File: src/rtl/blade_ignition_ctrl.sv
// rtl/blade_ignition_ctrl.sv - blade length sequencer: validated length load, ignite/retract ramp FSM
module blade_ignition_ctrl #(
  parameter int MAX_CM   = 100,
  parameter int STEP_CM  = 5,
  parameter int TICK_DIV = 4,
  parameter int HILT_CM  = 10
) (
  input  logic        clk,
  input  logic        rst,
  input  logic        ignite,
  input  logic        retract,
  input  logic        load_valid,
  output logic        load_ready,
  input  logic [15:0] lengthL,
  input  logic [15:0] lengthR,
  input  logic [1:0]  bladeConfig,
  output logic [15:0] curL,
  output logic [15:0] curR,
  output logic [15:0] curH,
  output logic [1:0]  state,
  output logic        done,
  output logic        fault
);

  typedef enum logic [1:0] {
    S_OFF     = 2'd0,
    S_EXTEND  = 2'd1,
    S_ON      = 2'd2,
    S_RETRACT = 2'd3
  } state_t;

  localparam logic [15:0] TICK_LAST = 16'(TICK_DIV - 1);
  localparam logic [7:0]  MAX_CM8   = 8'(MAX_CM);
  localparam logic [7:0]  STEP8     = 8'(STEP_CM);

  state_t      st;
  logic [7:0]  cur_cm;
  logic [7:0]  tgt_cm;
  logic [7:0]  goal_cm;
  logic [1:0]  cfg;
  logic [15:0] tick;

  logic               load_acc;
  logic               req_bad;
  logic signed [31:0] req;
  logic [7:0]         req_cm;
  logic               step_now;
  logic [8:0]         up_sum;
  logic [8:0]         dn_lim;

  // Request decode: split metres/cm folded into one signed cm value, then saturated
  assign load_ready = (st == S_OFF) || (st == S_ON);
  assign load_acc   = load_valid && load_ready;
  assign req        = $signed({{16{lengthL[15]}}, lengthL}) * 32'sd100
                    + $signed({{16{lengthR[15]}}, lengthR});
  assign req_bad    = lengthL[15] | lengthR[15] | (req == 32'sd0) | (bladeConfig == 2'd0);
  assign req_cm     = (req > $signed(32'(MAX_CM))) ? MAX_CM8 : req[7:0];

  // Ramp arithmetic is one bit wider so a step past the goal is detected before clamping
  assign step_now = (tick == TICK_LAST);
  assign up_sum   = {1'b0, cur_cm} + {1'b0, STEP8};
  assign dn_lim   = {1'b0, goal_cm} + {1'b0, STEP8};

  // Output mapping: 100 cm is reported as 1 m 0 cm, anything shorter as 0 m n cm
  assign state = st;
  assign curL  = (cur_cm == 8'd100) ? 16'd1 : 16'd0;
  assign curR  = (cur_cm == 8'd100) ? 16'd0 : {8'd0, cur_cm};
  assign curH  = ((cfg == 2'd3) && (st != S_OFF)) ? 16'(HILT_CM) : 16'd0;

  // Sequencer: load handling, command decode and tick-paced ramp with registered pulses
  always_ff @(posedge clk or negedge rst) begin
    if (!rst) begin
      st      <= S_OFF;
      cur_cm  <= 8'd0;
      tgt_cm  <= 8'd0;
      goal_cm <= 8'd0;
      cfg     <= 2'd0;
      tick    <= 16'd0;
      done    <= 1'b0;
      fault   <= 1'b0;
    end else begin
      done  <= 1'b0;
      fault <= 1'b0;
      case (st)
        S_OFF: begin
          if (load_acc) begin
            if (req_bad) begin
              fault <= 1'b1;
            end else begin
              tgt_cm <= req_cm;
              cfg    <= bladeConfig;
            end
          end
          // ignite looks at the registers as they were before any same-cycle load
          if (ignite) begin
            if ((tgt_cm != 8'd0) && (cfg != 2'd0)) begin
              st      <= S_EXTEND;
              goal_cm <= tgt_cm;
              tick    <= 16'd0;
            end else begin
              fault <= 1'b1;
            end
          end
        end
        S_ON: begin
          if (load_acc) begin
            if (req_bad) begin
              fault <= 1'b1;
            end else begin
              tgt_cm <= req_cm;
              cfg    <= bladeConfig;
              if (!retract) begin
                if (req_cm > cur_cm) begin
                  st      <= S_EXTEND;
                  goal_cm <= req_cm;
                  tick    <= 16'd0;
                end else if (req_cm < cur_cm) begin
                  st      <= S_RETRACT;
                  goal_cm <= req_cm;
                  tick    <= 16'd0;
                end
              end
            end
          end
          if (retract) begin
            st      <= S_RETRACT;
            goal_cm <= 8'd0;
            tick    <= 16'd0;
          end
        end
        S_EXTEND: begin
          if (retract) begin
            st      <= S_RETRACT;
            goal_cm <= 8'd0;
            tick    <= 16'd0;
          end else if (step_now) begin
            tick <= 16'd0;
            if (up_sum >= {1'b0, goal_cm}) begin
              cur_cm <= goal_cm;
              st     <= S_ON;
              done   <= 1'b1;
            end else begin
              cur_cm <= up_sum[7:0];
            end
          end else begin
            tick <= tick + 16'd1;
          end
        end
        S_RETRACT: begin
          if (step_now) begin
            tick <= 16'd0;
            if ({1'b0, cur_cm} <= dn_lim) begin
              cur_cm <= goal_cm;
              st     <= (goal_cm == 8'd0) ? S_OFF : S_ON;
              done   <= 1'b1;
            end else begin
              cur_cm <= cur_cm - STEP8;
            end
          end else begin
            tick <= tick + 16'd1;
          end
        end
      endcase
    end
  end

endmodule

File: config.mk
export PLATFORM = sky130hd
export DESIGN_NAME = blade_ignition_ctrl
export DESIGN_NICKNAME = d
export VERILOG_FILES = /design/src/rtl/blade_ignition_ctrl.sv
export SDC_FILE = /design/constraint.sdc
export NUM_CORES = 1
export LEC_CHECK = 0
export CAP_MARGIN = 20
export CORE_MARGIN = 2
export CORE_UTILIZATION = 57
export CTS_CLUSTER_DIAMETER = 80
export DETAILED_ROUTE_END_ITERATION = 8
export PLACE_DENSITY = 0.79
export SLEW_MARGIN = 20
export SYNTH_ARGS = -nofsm -noshare
export SYNTH_HDL_FRONTEND = slang
export SYNTH_SLANG_ARGS = --single-unit
File: constraint.sdc
create_clock -name clk -period 5 [get_ports clk]
set_input_delay 1.5 -clock clk [delete_from_list [all_inputs] [get_ports clk]]
set_output_delay 1.5 -clock clk [all_outputs]
set_load 0.05 [all_outputs]
==> results of run 1 <==
-- worst paths after layout --
kind,start,endpoint,slack (ns)
worst max register to register,cur_cm[0],cur_cm[5],1.00
worst max-delay path,lengthL[2],state[1],-3.58
max in group asynchronous,rst,goal_cm[0],3.38
min in group asynchronous,rst,tick[6],1.21
worst min-delay path,tick[1],tick[1],0.52
worst min register to register,tick[1],tick[1],0.52
-- synth_stat cells, types with 5 or more instances --
| library cell | count |
|---|---|
| fa_1 | 15 |
| dfrtp_1 | 46 |
| o2111ai_1 | 7 |
| o31ai_1 | 5 |
| buf_2 | 6 |
| xor2_1 | 11 |
| xnor2_1 | 23 |
| a21o_1 | 22 |
| inv_1 | 41 |
| ha_1 | 108 |
| nand3_1 | 16 |
| or2_2 | 5 |
| a211oi_1 | 10 |
| nor2b_1 | 9 |
| o211ai_1 | 8 |
| nand4_1 | 9 |
| a31oi_1 | 9 |
| buf_4 | 39 |
| nor2_1 | 74 |
| and3_1 | 15 |
| mux2_2 | 11 |
| a21oi_1 | 36 |
| a32o_1 | 5 |
| or4_1 | 5 |
| and2_1 | 6 |
| o21a_1 | 8 |
| mux2i_1 | 9 |
| nor3_1 | 20 |
| clkbuf_1 | 21 |
| nor4_1 | 6 |
| a221oi_1 | 8 |
| nand2_1 | 43 |
| o21ai_0 | 62 |
| nand2b_1 | 21 |
-- cell usage in the layout, fill, tap and decap left out, drive strengths merged, types with 9 or more instances in the layout --
| cell | count |
|---|---|
| ha | 108 |
| xnor2 | 23 |
| inv | 41 |
| a21oi | 36 |
| xor2 | 11 |
| nand2 | 43 |
| a21o | 22 |
| nor3 | 20 |
| clkdlybuf4s50 | 45 |
| mux2 | 13 |
| dfrtp | 46 |
| nor2b | 9 |
| o21ai | 64 |
| nor2 | 74 |
| o211ai | 9 |
| nand2b | 21 |
| nand4 | 9 |
| nand3 | 16 |
| mux2i | 9 |
| and3 | 15 |
| fa | 15 |
| buf | 158 |
| conb | 37 |
| a211oi | 10 |
| a31oi | 9 |
-- state kept, by name (all words and copies together), names as in the netlist --
signal	cells
tick	16
cur_cm	8
goal_cm	8
tgt_cm	8
cfg	2
state	2
done	1
fault	1
-- kinds of logic after synthesis --
group	Yosys count	share of synthesized area
AOI/OAI and AO/OA	228	0.235
xor gates and xnor gates	34	0.0450
muxes	22	0.0357
adders and majority gates	123	0.249
DFF	46	0.174
and+or+nand+nor	236	0.175
buffers and inverters	109	0.0852
other	1	0.000566
-- stage by stage --
stage | std cells | cell area, sq um | util | setup TNS, ns | setup WS [ns]
2_1_floorplan | 835 | 6920 | - | -103.86 | -3.28
3_3_place_gp | 1097 | 8180 | 0.720 | -135.38 | -4.14
3_5_place_dp | 1097 | 8180 | 0.720 | -146.70 | -4.46
4_1_cts | 1119 | 8640 | 0.760 | -115.23 | -3.59
5_1_grt | 1126 | 8800 | 0.774 | -125.88 | -3.89
6_report | 1126 | 8800 | 0.774 | -115.67 | -3.58
-- metal layers --
metal  share of wire  global-route usage
met1            0.39               0.321
met2            0.54               0.583
met3           0.033              0.0261
met4           0.032               0.127
met5               0                   0
-- worst reg2reg max path: stages, from the launching register on --
cell	delay, ns
dfrtp_1	0.54
inv_1	0.18
ha_1	0.36
ha_1	0.28
a21o_1	0.17
a21o_1	0.18
a21o_1	0.17
a21o_1	0.17
a2111oi_0	0.52
buf_4	0.22
nor2_1	0.07
nor2_1	0.51
a21oi_1	0.17
o311ai_0	0.32
-- final cells by class --
type / instances / share of cell area
tap: 143 / 0.0203
timing repair buffer: 207 / 0.197
clock inverter: 1 / 0.000569
inverter: 42 / 0.0179
multi-input combinational: 680 / 0.617
sequential: 46 / 0.131
clock buffer: 7 / 0.0162
-- repair_timing --
action	4_1_cts	5_1_grt
gates resized for setup	69	30
buffers inserted	14	7
pin swaps	43	46
endpoints found under the setup margin	37	37
-- report_power, final --
group,internal [mW],switching (mW),leakage [nW]
sequential,0.487,0.186,0.591
clock,0.199,0.144,0.0739
combinational,2.07,2.44,3.55
==> impl_metrics.py, run 1 <==
metrics = {
    "status": {
        "status": "finished, violations left",
        "violations": "negative setup slack",
    },
    "synth": {
        "synth_area_sq_um": 6620,
        "synth_area_leaders": "ha_1, dfrtp_1, o21ai_0",
        "synth_cell_type_count": 65,
        "synth-seq-area-share": 0.174,
        "synth-seq-cells": 46,
        "synthFlopType": "dfrtp_1",
        "synth_top_area_frac": 0.204,
        "avgSynthCellArea_sq_um": 8.29,
        "synthArstFlopShare": 1.00,
        "syn-instance-count": 799,
        "yosysWarnings": 0,
        "synth_edf_count": 0,
        "synth.largest_area_cell": "ha_1",
    },
    "route": {
        "viasPerCell": 5.97,
        "first_iter_violations": 546,
        "drc": 0,
        "vias": 6717,
        "drt-total-wl_microns": 18900,
        "ant_nets": 0,
        "wl_per_cell_microns": 16.8,
        "firstDrtPassIters": 6,
    },
    "floorplan": {
        "start_util": 0.582,
        "core_sq_um": 11400,
        "die_w_microns": 112,
        "dieArea_sq_um": 12500,
        "io_pins": 92,
        "die_y_microns": 112,
        "row_count": 39,
    },
    "sta": {
        "drv_slew": 0,
        "worst_pin_slew_ns": 0.739,
        "finalCriticalPeriod_ns": 8.58,
        "hold_viol": 0,
        "finalSetupViolCount": 37,
        "grt_setup_unrepaired": "yes",
        "fin_hold_ws_ns": 0.521,
        "fmax_mhz": 116,
        "slew_headroom": 0.506,
        "fin_ws_ns": -3.58,
        "skew_ns": 0.00391,
        "fin_crit_sh": 1.72,
    },
    "global_route": {
        "grt.total_usage": 0.297,
        "grt_overflow_total": 0,
        "grt_pass1_vias": 6851,
        "grt_max_degree": 47,
        "grt_first_pass_wirelength_microns": 31000,
        "antenna_found_initial": 0,
    },
    "power": {
        "powerDensity_nw_per_um2": 629,
        "leakage_nw": 4.21,
        "power_mw": 5.53,
        "peakVddDrop_uv": 431,
    },
    "place": {
        "port_buffers": 54,
        "hpwl_microns": 14600,
        "gp_congestion": 1.04,
    },
    "worst_setup_path": {
        "critPathBufInv": 5,
        "worstSetupPathType": "primary input to flip-flop",
        "cp_top_family": "simple AND/OR/NAND/NOR gates",
        "critPathArrivalTime_ns": 8.76,
        "crit_path_frequent_cell": "o21ai_2",
        "setup.worst_path.end_class": "flip-flop",
        "crit_fanout": 10,
        "cpPeakStageDelay_ns": 0.52,
        "cp_slowest_cell": "or4_4",
        "worst-path-stages": 37,
        "ff2ff_path_depth": 13,
        "cp_data_required_time_ns": 5.18,
        "start_kind": "primary input",
    },
    "layout": {
        "syn_to_final_growth_pct": 32.9,
        "n_fill_cell": 765,
        "regArea_sq_um": 1150,
        "diodes": 0,
        "layout-drive-gt1-share": 0.253,
        "final_net_count": 1144,
        "multiInputGateArea_sq_um": 5430,
    },
    "cts": {
        "clk_latency_ns": 0.29,
        "h-tree-depth": 2,
        "cts.hold.buffers_added": 0,
        "clk_pin_slew_ns": 0.06,
        "cts_buffer_depth": 2,
        "cts_tree": "done",
        "cts.sinks": 46,
        "numCtsBuffers": 5,
        "root_buffer": "clkbuf_16",
    },
    "worst_hold_path": {
        "min_path_cells": 2,
        "hold_path_class": "flip-flop to flip-flop",
    },
    "flow_run": {
        "cap_violations": 0,
    },
}
No activity file was read; power rests on OpenSTA's default activity.
==> inputs of run 2 (changes only) <==
- CAP_MARGIN: 20 -> default
==> results of run 2 <==
The final DEF is identical to that of run 1; final timing and power are the same.
